===== config.mk =====
export PLATFORM = sky130hd
export DESIGN_NAME = imem_port_arbiter_flat
export DESIGN_NICKNAME = d
export VERILOG_FILES = /design/src/rtl/imem_port_arbiter_pkg.sv /design/src/rtl/imem_port_arbiter_if.sv /design/src/rtl/imem_port_arbiter_starve_cnt.sv /design/src/rtl/imem_port_arbiter.sv /design/src/flat_wrapper.sv
export SDC_FILE = /design/constraint.sdc
export NUM_CORES = 1
export LEC_CHECK = 0
export ABC_AREA = 1
export CAP_MARGIN = 20
export CORE_AREA = 2 2 97 99
export CTS_BUF_LIST = sky130_fd_sc_hd__clkbuf_4
export DETAILED_ROUTE_END_ITERATION = 8
export DIE_AREA = 0 0 99 101
export HOLD_SLACK_MARGIN = 0.12
export PLACE_DENSITY = 0.66
export SYNTH_ARGS = -nofsm -noshare
export SYNTH_HDL_FRONTEND = slang
export SYNTH_SLANG_ARGS = --single-unit

===== constraint.sdc =====
create_clock -name clk -period 2.6 [get_ports clk]
set_clock_uncertainty 0.2 [all_clocks]
set_input_delay 0.52 -clock clk [delete_from_list [all_inputs] [get_ports clk]]
set_output_delay 0.52 -clock clk [all_outputs]
set_load 0.05 [all_outputs]

===== src/rtl/imem_port_arbiter_pkg.sv =====
// Shared types and helpers for the instruction-memory port arbiter.
// Owner encoding for the in-flight response and the address legality check.
package imem_arb_pkg;

    typedef enum logic [1:0] {
        OWN_NONE = 2'd0,
        OWN_IF   = 2'd1,
        OWN_DBG  = 2'd2
    } owner_e;

    localparam int DEF_DATA_W      = 32;
    localparam int DEF_DEPTH_WORDS = 32768;
    localparam int DEF_STARVE_MAX  = 4;

    // Word aligned and the word index lands inside the array.
    function automatic logic addr_ok(input logic [31:0] addr, input int unsigned depth);
        logic [31:0] w_idx;
        w_idx = {2'b00, addr[31:2]};
        return (addr[1:0] == 2'b00) && (w_idx < depth);
    endfunction

endpackage


===== src/rtl/imem_port_arbiter_if.sv =====
// Requester and memory-side signals of the arbiter, grouped as one bundle.
// slave = arbiter view, master = requesters plus memory array view.
interface imem_port_arbiter_if #(
    parameter int DATA_W = 32,
    parameter int IDX_W  = 15
);
    logic              if_req;
    logic [31:0]       if_addr;
    logic              if_gnt;
    logic              if_rvalid;
    logic [DATA_W-1:0] if_rdata;
    logic              if_err;

    logic              dbg_req;
    logic              dbg_we;
    logic [31:0]       dbg_addr;
    logic [DATA_W-1:0] dbg_wdata;
    logic              dbg_gnt;
    logic              dbg_rvalid;
    logic [DATA_W-1:0] dbg_rdata;
    logic              dbg_err;

    logic              mem_en;
    logic              mem_we;
    logic [IDX_W-1:0]  mem_idx;
    logic [DATA_W-1:0] mem_wdata;
    logic [DATA_W-1:0] mem_rdata;

    modport slave (
        input  if_req, if_addr,
        input  dbg_req, dbg_we, dbg_addr, dbg_wdata,
        input  mem_rdata,
        output if_gnt, if_rvalid, if_rdata, if_err,
        output dbg_gnt, dbg_rvalid, dbg_rdata, dbg_err,
        output mem_en, mem_we, mem_idx, mem_wdata
    );

    modport master (
        output if_req, if_addr,
        output dbg_req, dbg_we, dbg_addr, dbg_wdata,
        output mem_rdata,
        input  if_gnt, if_rvalid, if_rdata, if_err,
        input  dbg_gnt, dbg_rvalid, dbg_rdata, dbg_err,
        input  mem_en, mem_we, mem_idx, mem_wdata
    );

endinterface


===== src/rtl/imem_port_arbiter_starve_cnt.sv =====
// Counts consecutive cycles a pending DBG request was refused, saturating.
// force_dbg is registered state; it lets DBG jump ahead of IF for one grant.
module imem_arb_starve_cnt #(
    parameter int STARVE_MAX = 4
) (
    input  logic clk,
    input  logic rst,
    input  logic dbg_req,
    input  logic dbg_gnt,
    output logic force_dbg
);

    localparam int CNT_W = $clog2(STARVE_MAX + 1);
    localparam logic [CNT_W-1:0] CNT_MAX = CNT_W'(STARVE_MAX);

    logic [CNT_W-1:0] r_cnt;

    always_ff @(posedge clk) begin
        if (rst) begin
            r_cnt <= '0;
        end else if (dbg_req && !dbg_gnt) begin
            if (r_cnt != CNT_MAX) begin
                r_cnt <= r_cnt + 1'b1;
            end
        end else begin
            r_cnt <= '0;
        end
    end

    assign force_dbg = (r_cnt == CNT_MAX);

endmodule


===== src/rtl/imem_port_arbiter.sv =====
// Shares one synchronous-read instruction memory port between fetch and debug.
// Grant is combinational; the response comes exactly one cycle after grant.
module imem_port_arbiter
    import imem_arb_pkg::*;
#(
    parameter int DATA_W      = DEF_DATA_W,
    parameter int DEPTH_WORDS = DEF_DEPTH_WORDS,
    parameter int IDX_W       = $clog2(DEPTH_WORDS),
    parameter int STARVE_MAX  = DEF_STARVE_MAX
) (
    input  logic                clk,
    input  logic                rst,
    imem_port_arbiter_if.slave  bus
);

    logic        w_force_dbg;
    logic        w_if_gnt;
    logic        w_dbg_gnt;
    logic        w_any_gnt;
    logic [31:0] w_sel_addr;
    logic        w_addr_ok;
    logic        w_mem_en;

    owner_e      r_owner;
    logic        r_err;
    logic        r_we;
    owner_e      w_owner_nxt;
    logic        w_err_nxt;
    logic        w_we_nxt;

    logic        w_if_rvalid;
    logic        w_dbg_rvalid;

    imem_arb_starve_cnt #(
        .STARVE_MAX (STARVE_MAX)
    ) u_starve (
        .clk       (clk),
        .rst       (rst),
        .dbg_req   (bus.dbg_req),
        .dbg_gnt   (w_dbg_gnt),
        .force_dbg (w_force_dbg)
    );

    // IF wins unless it is idle or DBG has been refused long enough.
    always_comb begin
        w_if_gnt  = 1'b0;
        w_dbg_gnt = 1'b0;
        if (!rst) begin
            if (bus.dbg_req && (!bus.if_req || w_force_dbg)) begin
                w_dbg_gnt = 1'b1;
            end else if (bus.if_req) begin
                w_if_gnt = 1'b1;
            end
        end
    end

    assign w_any_gnt  = w_if_gnt || w_dbg_gnt;
    assign w_sel_addr = w_dbg_gnt ? bus.dbg_addr : bus.if_addr;
    assign w_addr_ok  = addr_ok(w_sel_addr, DEPTH_WORDS);
    assign w_mem_en   = w_any_gnt && w_addr_ok;

    assign bus.if_gnt    = w_if_gnt;
    assign bus.dbg_gnt   = w_dbg_gnt;
    assign bus.mem_en    = w_mem_en;
    assign bus.mem_we    = w_mem_en && w_dbg_gnt && bus.dbg_we;
    assign bus.mem_idx   = w_mem_en ? w_sel_addr[IDX_W+1:2] : '0;
    assign bus.mem_wdata = w_mem_en ? bus.dbg_wdata : '0;

    always_comb begin
        w_owner_nxt = OWN_NONE;
        w_err_nxt   = 1'b0;
        w_we_nxt    = 1'b0;
        if (w_dbg_gnt) begin
            w_owner_nxt = OWN_DBG;
            w_err_nxt   = !w_addr_ok;
            w_we_nxt    = bus.dbg_we;
        end else if (w_if_gnt) begin
            w_owner_nxt = OWN_IF;
            w_err_nxt   = !w_addr_ok;
        end
    end

    always_ff @(posedge clk) begin
        if (rst) begin
            r_owner <= OWN_NONE;
            r_err   <= 1'b0;
            r_we    <= 1'b0;
        end else begin
            r_owner <= w_owner_nxt;
            r_err   <= w_err_nxt;
            r_we    <= w_we_nxt;
        end
    end

    // Responses are squashed while rst is high so a grant just before reset is dropped.
    assign w_if_rvalid  = !rst && (r_owner == OWN_IF);
    assign w_dbg_rvalid = !rst && (r_owner == OWN_DBG);

    assign bus.if_rvalid  = w_if_rvalid;
    assign bus.if_err     = w_if_rvalid && r_err;
    assign bus.if_rdata   = (w_if_rvalid && !r_err) ? bus.mem_rdata : '0;

    assign bus.dbg_rvalid = w_dbg_rvalid;
    assign bus.dbg_err    = w_dbg_rvalid && r_err;
    assign bus.dbg_rdata  = (w_dbg_rvalid && !r_err && !r_we) ? bus.mem_rdata : '0;

    a_one_grant : assert property (@(posedge clk) !(w_if_gnt && w_dbg_gnt));
    a_we_needs_en : assert property (@(posedge clk) bus.mem_we |-> bus.mem_en);

endmodule


===== src/flat_wrapper.sv =====
// flat-port wrapper written by rule: the top's interface ports become plain ports
module imem_port_arbiter_flat import imem_arb_pkg::*;
#(
    parameter int DATA_W      = DEF_DATA_W,
    parameter int DEPTH_WORDS = DEF_DEPTH_WORDS,
    parameter int IDX_W       = $clog2(DEPTH_WORDS),
    parameter int STARVE_MAX  = DEF_STARVE_MAX
)
  (clk, rst, bus_if_req, bus_if_addr, bus_dbg_req, bus_dbg_we, bus_dbg_addr, bus_dbg_wdata, bus_mem_rdata, bus_if_gnt, bus_if_rvalid, bus_if_rdata, bus_if_err, bus_dbg_gnt, bus_dbg_rvalid, bus_dbg_rdata, bus_dbg_err, bus_mem_en, bus_mem_we, bus_mem_idx, bus_mem_wdata);
  imem_port_arbiter_if #(.DATA_W(DATA_W), .IDX_W(IDX_W)) bus_i ();
  input  logic clk;
  input  logic rst;
  input wire logic [$bits(bus_i.if_req)-1:0] bus_if_req;
  input wire logic [$bits(bus_i.if_addr)-1:0] bus_if_addr;
  input wire logic [$bits(bus_i.dbg_req)-1:0] bus_dbg_req;
  input wire logic [$bits(bus_i.dbg_we)-1:0] bus_dbg_we;
  input wire logic [$bits(bus_i.dbg_addr)-1:0] bus_dbg_addr;
  input wire logic [$bits(bus_i.dbg_wdata)-1:0] bus_dbg_wdata;
  input wire logic [$bits(bus_i.mem_rdata)-1:0] bus_mem_rdata;
  output wire logic [$bits(bus_i.if_gnt)-1:0] bus_if_gnt;
  output wire logic [$bits(bus_i.if_rvalid)-1:0] bus_if_rvalid;
  output wire logic [$bits(bus_i.if_rdata)-1:0] bus_if_rdata;
  output wire logic [$bits(bus_i.if_err)-1:0] bus_if_err;
  output wire logic [$bits(bus_i.dbg_gnt)-1:0] bus_dbg_gnt;
  output wire logic [$bits(bus_i.dbg_rvalid)-1:0] bus_dbg_rvalid;
  output wire logic [$bits(bus_i.dbg_rdata)-1:0] bus_dbg_rdata;
  output wire logic [$bits(bus_i.dbg_err)-1:0] bus_dbg_err;
  output wire logic [$bits(bus_i.mem_en)-1:0] bus_mem_en;
  output wire logic [$bits(bus_i.mem_we)-1:0] bus_mem_we;
  output wire logic [$bits(bus_i.mem_idx)-1:0] bus_mem_idx;
  output wire logic [$bits(bus_i.mem_wdata)-1:0] bus_mem_wdata;
  assign bus_i.if_req = bus_if_req;
  assign bus_i.if_addr = bus_if_addr;
  assign bus_i.dbg_req = bus_dbg_req;
  assign bus_i.dbg_we = bus_dbg_we;
  assign bus_i.dbg_addr = bus_dbg_addr;
  assign bus_i.dbg_wdata = bus_dbg_wdata;
  assign bus_i.mem_rdata = bus_mem_rdata;
  assign bus_if_gnt = bus_i.if_gnt;
  assign bus_if_rvalid = bus_i.if_rvalid;
  assign bus_if_rdata = bus_i.if_rdata;
  assign bus_if_err = bus_i.if_err;
  assign bus_dbg_gnt = bus_i.dbg_gnt;
  assign bus_dbg_rvalid = bus_i.dbg_rvalid;
  assign bus_dbg_rdata = bus_i.dbg_rdata;
  assign bus_dbg_err = bus_i.dbg_err;
  assign bus_mem_en = bus_i.mem_en;
  assign bus_mem_we = bus_i.mem_we;
  assign bus_mem_idx = bus_i.mem_idx;
  assign bus_mem_wdata = bus_i.mem_wdata;
  imem_port_arbiter #(.DATA_W(DATA_W), .DEPTH_WORDS(DEPTH_WORDS), .IDX_W(IDX_W), .STARVE_MAX(STARVE_MAX)) u_core (.clk(clk), .rst(rst), .bus(bus_i));
endmodule

== Word level (Yosys, flattened, before mapping) ==
Cells that the tools add are included.

* Bits of input ports: 133
* Logic and storage cells: 52
* Output and inout port bits: 119
* Register bits after elaboration: 7

* Reduce and logical (&&, ||, !) cells: 25
* $add $sub $neg: 1
* Mux-type cells: 14
* $lt $le $gt $ge: 1
* Eq/ne operators: 4
* Bitwise operators: 2

{| class="wikitable"
|+ Operators with widths
! kind !! number
|-
| $mux 32 || 4
|-
| $lt 30x16->1 const B || 1
|-
| $mux 15 || 1
|-
| $logic_and 1x1->1 || 13
|-
| $mux 1 || 8
|-
| $logic_not 1->1 || 6
|-
| $reduce_or 2->1 || 3
|-
| $add 3x1->3 const B || 1
|-
| $eq 3x3->1 const B || 1
|-
| $ne 3x3->1 const B || 1
|-
| $eq 2x1->1 const B || 1
|-
| $eq 2x2->1 const B || 1
|-
| $logic_not 2->1 || 1
|-
| $logic_or 1x1->1 || 2
|-
| $mux 2 || 1
|-
| $not 1->1 || 2
|}

== Depth between registers and ports, before layout ==
* Word-level depth: 11
* Depth in mapped cells: 12
* Depth with buffers taken out: 10

== Modules after synthesis ==
From an unflattened synthesis, not the netlist that was laid out.

* Cells, all modules: 340
* Area total of the unflattened synthesis: 1597.8 µm²

{| class="wikitable"
|+ By module, submodules not included
! module !! seq. area each (µm²) !! times used !! cells each !! area each (µm²)
|-
| imem_port_arbiter || 80.1 || 1 || 314 || 1422.6
|-
| imem_arb_starve_cnt || 60.1 || 1 || 26 || 175.2
|}

== Least setup slack after synthesis ==
OpenSTA, ideal clock, no wires.

* Kind: input to output
* From: input rst
* To: output bus_if_rdata[10]
* Required time: 1.880 ns
* Path slack: -1.121 ns
* Path buffers: 2
* Stages: 5
* Arrival time: 3.001 ns
* Cells stage by stage: buf_6 -> nor3_1 -> nand2_1 -> clkbuf_1 -> nor2_1

* Cells in the longest elaborated chain, start to end: 4

{| class="wikitable"
|+ Ends and longest elaborated chain
! what !! line !! RTL
|-
| from (decl) || flat_wrapper.sv:12 || <nowiki>input logic rst;</nowiki>
|-
| $logic_not 1->1 || n/a ||
|-
| $logic_and 1x1->1 || imem_port_arbiter.sv:96 || <nowiki>assign w_if_rvalid = !rst && (r_owner == OWN_IF);</nowiki>
|-
| net bus_if_rvalid || flat_wrapper.sv:21 || <nowiki>output wire logic [$bits(bus_i.if_rvalid)-1:0] bus_if_rvalid;</nowiki>
|-
| $logic_and 1x1->1 || imem_port_arbiter.sv:101 || <nowiki>assign bus.if_rdata = (w_if_rvalid && !r_err) ? bus.mem_rdata : '0;</nowiki>
|-
| $mux 32 || imem_port_arbiter.sv:101 ||
|-
| to (decl) || flat_wrapper.sv:22 || <nowiki>output wire logic [$bits(bus_i.if_rdata)-1:0] bus_if_rdata;</nowiki>
|}

The timed path passes the listed nets, and every way through them passes these cells.

== Worst setup path in the final report ==
* From: input bus_if_addr[0]
* To: output bus_mem_idx[6]

* Cells in the longest elaborated chain, start to end: 5

{| class="wikitable"
|+ Ends and longest elaborated chain
! what !! line !! RTL
|-
| from (decl) || flat_wrapper.sv:14 || <nowiki>input wire logic [$bits(bus_i.if_addr)-1:0] bus_if_addr;</nowiki>
|-
| $mux 32 || imem_port_arbiter.sv:58 || <nowiki>assign w_sel_addr = w_dbg_gnt ? bus.dbg_addr : bus.if_addr;</nowiki>
|-
| $logic_not 2->1 || imem_port_arbiter_pkg.sv:19 || <nowiki>return (addr[1:0] == 2'b00) && (w_idx < depth);</nowiki>
|-
| $logic_and 1x1->1 || imem_port_arbiter_pkg.sv:19 ||
|-
| $logic_and 1x1->1 || imem_port_arbiter.sv:60 || <nowiki>assign w_mem_en = w_any_gnt && w_addr_ok;</nowiki>
|-
| $mux 15 || imem_port_arbiter.sv:66 || <nowiki>assign bus.mem_idx = w_mem_en ? w_sel_addr[IDX_W+1:2] : '0;</nowiki>
|-
| to (decl) || flat_wrapper.sv:30 || <nowiki>output wire logic [$bits(bus_i.mem_idx)-1:0] bus_mem_idx;</nowiki>
|}

Every way passes these cells.

==> implementation parameters <==
Parameter                              Value

Routing
  Number of design-rule violations left by the first detailed-router iteration    29
  Residual antenna-violating net count after detailed routing    0
  Overall routed net length    9080 µm
  Routed wire length per instance    between 10 and 15 µm
  Vias after detailed routing    between 2000 and 3000
  Count of TritonRoute iterations in the first routing pass    4
  Via/cell ratio    about 4.0
  Remaining design rule violation count    0

Power
  Switching Share    0.377
  Internal power    0.441 mW
  Power, Total    ~0.71 mW
  Standby leakage power    2.77 nW
  Power dissipated by switching net loads    0.268 mW
  Power density over the cells    115 nW/µm²
  Highest ir drop seen on vdd    0.0793 mV
  Sequential group share of total power    0.160
  Clock network fraction of design power    0.135
  Combinational Power Share    0.705

Floorplanning
  Core Area    8980 µm²
  Chip Height    101 µm
  IO Pins    252
  Area enclosed by the die boundary    10000 µm²
  Die X    99 µm
  Initial core utilization    0.170
  Row count    35

Global routing
  Grt ovf    0
  Via count of the first global-routing pass    2983
  Overall routing resource usage    0.170
  Largest net degree at the start of global routing    33
  Initial antenna violation count    0
  First-pass GRT wire length    approximately 14000 µm

Final layout
  Total inserted antenna cells    0
  Post-layout util    0.687
  Final standard cell count with taps included and fillers excluded    717
  Net count reported at finish    742
  Filler cell count in the final layout    719
  Final Instance Area    6170 µm²
  Synth-to-layout area growth    305%
  Fraction of final layout cells sized beyond drive strength 1    0.479

Timing
  Unrepaired setup endpoints after global routing    true
  Final Slew Violations    0
  Final hold vios    0
  Relative max-transition margin    0.760
  Final setup margin    -0.0675 ns
  Pin slew with the least headroom to its limit    about 0.36 ns
  Min Clock Period, post-route    2.67 ns
  Setup violation total in the final timing report    38
  Tcrit/Tclk final    1.03
  Max Freq    0.375 GHz

Synth
  Post-synth top area share    0.291
  Leading cell types by count after synthesis    nor2_1, inv_1, nand2_1
  Most area-hungry cell type in the Yosys netlist    nor2_1
  Proportion of synthesized chip area in sequential cells    0.0920
  Most common flop cell mapped by yosys    dfxtp_1
  Share of the synthesized netlist area taken by xor and xnor gates    0.00575
  Asr flop ratio synth    0
  Complex-gate fraction of the synthesized area    0.0148
  Flip-flop and latch count after synthesis    7
  Net Count, Synth    470
  Number of synthesis warnings    0
  Post-Syn Area per Cell    4.55 µm²
  Largest family of logic cells by synthesized area    simple AND/OR/NAND/NOR gates
  Most used standard cell by instance count after synthesis    nor2_1
  Gate count after technology mapping    335
  Count of flip-flops with a built-in enable after synthesis    0
  Adder-cell share of the synthesized area    0.0164
  Netlist Area Pre-Place    1520 µm²
  Simple logic cell fraction of the synthesized area    0.581
  Number of different library cells in the post-synthesis netlist    21
  Top cells by area, synth    nor2_1, inv_1, nand2_1, dfxtp_1, nor2_2
  Share of synthesized area spent on multiplexers    0

Run
  Max-cap violations    0

Clock network
  Total CTS buffers    3
  Deepest clock path buffer count    2
  Clock Sink Count    7
  Cell at the root of the clock tree    clkbuf_4
  Clock tree from TritonCTS    built
  H-tree levels    1
  Clock latency reported for the late side of the worst-skew pair    0.25 ns
  Hold bufs inserted after CTS    0
  Clock slew at reported path FFs    0.05 ns

Critical path
  Largest stage delay on the critical path    0.40 ns
  Worst endpoint required time    ~1.9 ns
  Arrival time of data at the critical path endpoint    1.95 ns
  R2R Setup Slk    around 0.91 ns
  Worst-path cell with the longest stage delay    clkdlybuf4s50_1
  Number of buffer and inverter instances along the worst setup path    3
  Category of the critical setup timing path    input port to output pin
  Highest net fanout along the worst path    24
  Worst setup EP type    output pin
  Crit-path most repeated cell    nand2_2
  Dominant delay contributor by cell family on the critical path    buffers and inverters
  Chain of cells forming the critical path    clkdlybuf4s50_1, nor2_1, nand2_2, nand2_2, nand3_4, buf_16, nor2_2, buf_12
  Critical Path Start Type    input port

Status
  Status    complete, but fails checks
  Violated checks    setup timing

Place
  PortBufs    251
  Cell Count Post-Placement    700
  Routability congestion estimate    roughly 0.81
  Half-perimeter wire length of the detailed placement result    7760 µm
  Placed cell area    5780 µm²

Worst hold path
  Worst hold path type    flop to flop
[flip-flops by register name (all words and copies together), names as in the netlist]
name                   flops
u_core.u_starve.r_cnt      3
u_core.r_owner             2
u_core.r_err               1
u_core.r_we                1
[power groups by stage]
stage / Combinational, mW / Sequential (mW) / Clock, mW
floorplan: 0.183 / 0.115 / 0
global placement: 0.480 / 0.115 / 0
detailed placement: 0.487 / 0.116 / 0
CTS: 0.488 / 0.113 / 0.102
global route: 0.534 / 0.114 / 0.111
finish: 0.500 / 0.113 / 0.0958
[metrics by stage]
stage	setup WS (ns)	setup TNS (ns)	hold slack (ns)
after floorplan	-0.292	-9.12	0.217
after global placement	-0.253	-16.16	0.226
after detailed placement	-0.284	-19.60	0.241
after CTS	-0.0774	-1.01	0.312
after global routing	-0.163	-5.80	0.342
final	-0.0675	-1.46	0.311
[what timing repair did]
action                     4_1_cts  5_1_grt
setup buffers                   10        3
setup endpoints to repair      113       71
gates resized for setup         70       47
gates cloned                     3        0
pin swaps                       36        7
[final timing paths]
path | from | endpoint | depth (start not counted)
min reg2reg | u_core.u_starve.r_cnt[0]$_SDFFE_PP0N_ | u_core.u_starve.r_cnt[0]$_SDFFE_PP0N_ | 2
min | u_core.u_starve.r_cnt[0]$_SDFFE_PP0N_ | u_core.u_starve.r_cnt[0]$_SDFFE_PP0N_ | 2
max reg2reg | u_core.u_starve.r_cnt[1]$_SDFFE_PP0N_ | u_core.u_starve.r_cnt[0]$_SDFFE_PP0N_ | 9
max | bus_if_addr[0] | bus_mem_idx[6] | 8
[per-layer routing]
layer / vias up / part of all wire / track usage
met5: - / 0 / 0
met4: 0 / 0.0046 / 0.0348
met3: 2 / 0.085 / 0.0368
met2: 148 / 0.59 / 0.368
met1: 1242 / 0.32 / 0.160
li1: 1457 / - / -
[layout make-up]
cell class                      instances  area (µm²)  share of cell area
Tap cell                              111         139              0.0225
Timing Repair Buffer                  281        3970               0.643
Inverter                               94         355              0.0576
Sequential cell                         7         143              0.0231
Clock buffer                            3        22.5             0.00365
Multi-Input combinational cell        220        1540               0.250
Clock inverter                          1        5.00            0.000811
[cell families after synthesis]
| family | count (synthesis) |
|---|---|
| simple gates | 213 |
| flops | 7 |
| fa+ha+maj | 2 |
| compound gates | 4 |
| buf+inv | 108 |
| xor+xnor | 1 |
[cells in the final DEF (no fill, tap or decap), types with 2 or more instances in the layout]
cell type | Yosys | routed
buf_12 | 0 | 123
buf_4 | 0 | 23
buf_6 | 4 | 2
clkbuf_4 | 0 | 3
clkdlybuf4s50_1 | 0 | 99
dfxtp_1 | 7 | 5
dfxtp_2 | 0 | 2
dlygate4sd2_1 | 0 | 32
inv_1 | 93 | 90
inv_2 | 0 | 3
nand2_1 | 63 | 58
nand2_2 | 2 | 4
nand2_4 | 1 | 3
nand3_1 | 3 | 2
nor2_1 | 118 | 22
nor2_2 | 19 | 62
nor2_4 | 1 | 54
nor3_1 | 4 | 3
[worst reg2reg max path, cell delays in order, from the launching register on]
cell	delay (ns)
dfxtp_2	0.34
inv_2	0.05
ha_4	0.16
nand2_4	0.10
nand2_4	0.08
buf_4	0.15
buf_4	0.12
nor3_1	0.22
inv_1	0.10
nor2_1	0.10
Power figures use the tool's default switching activity.
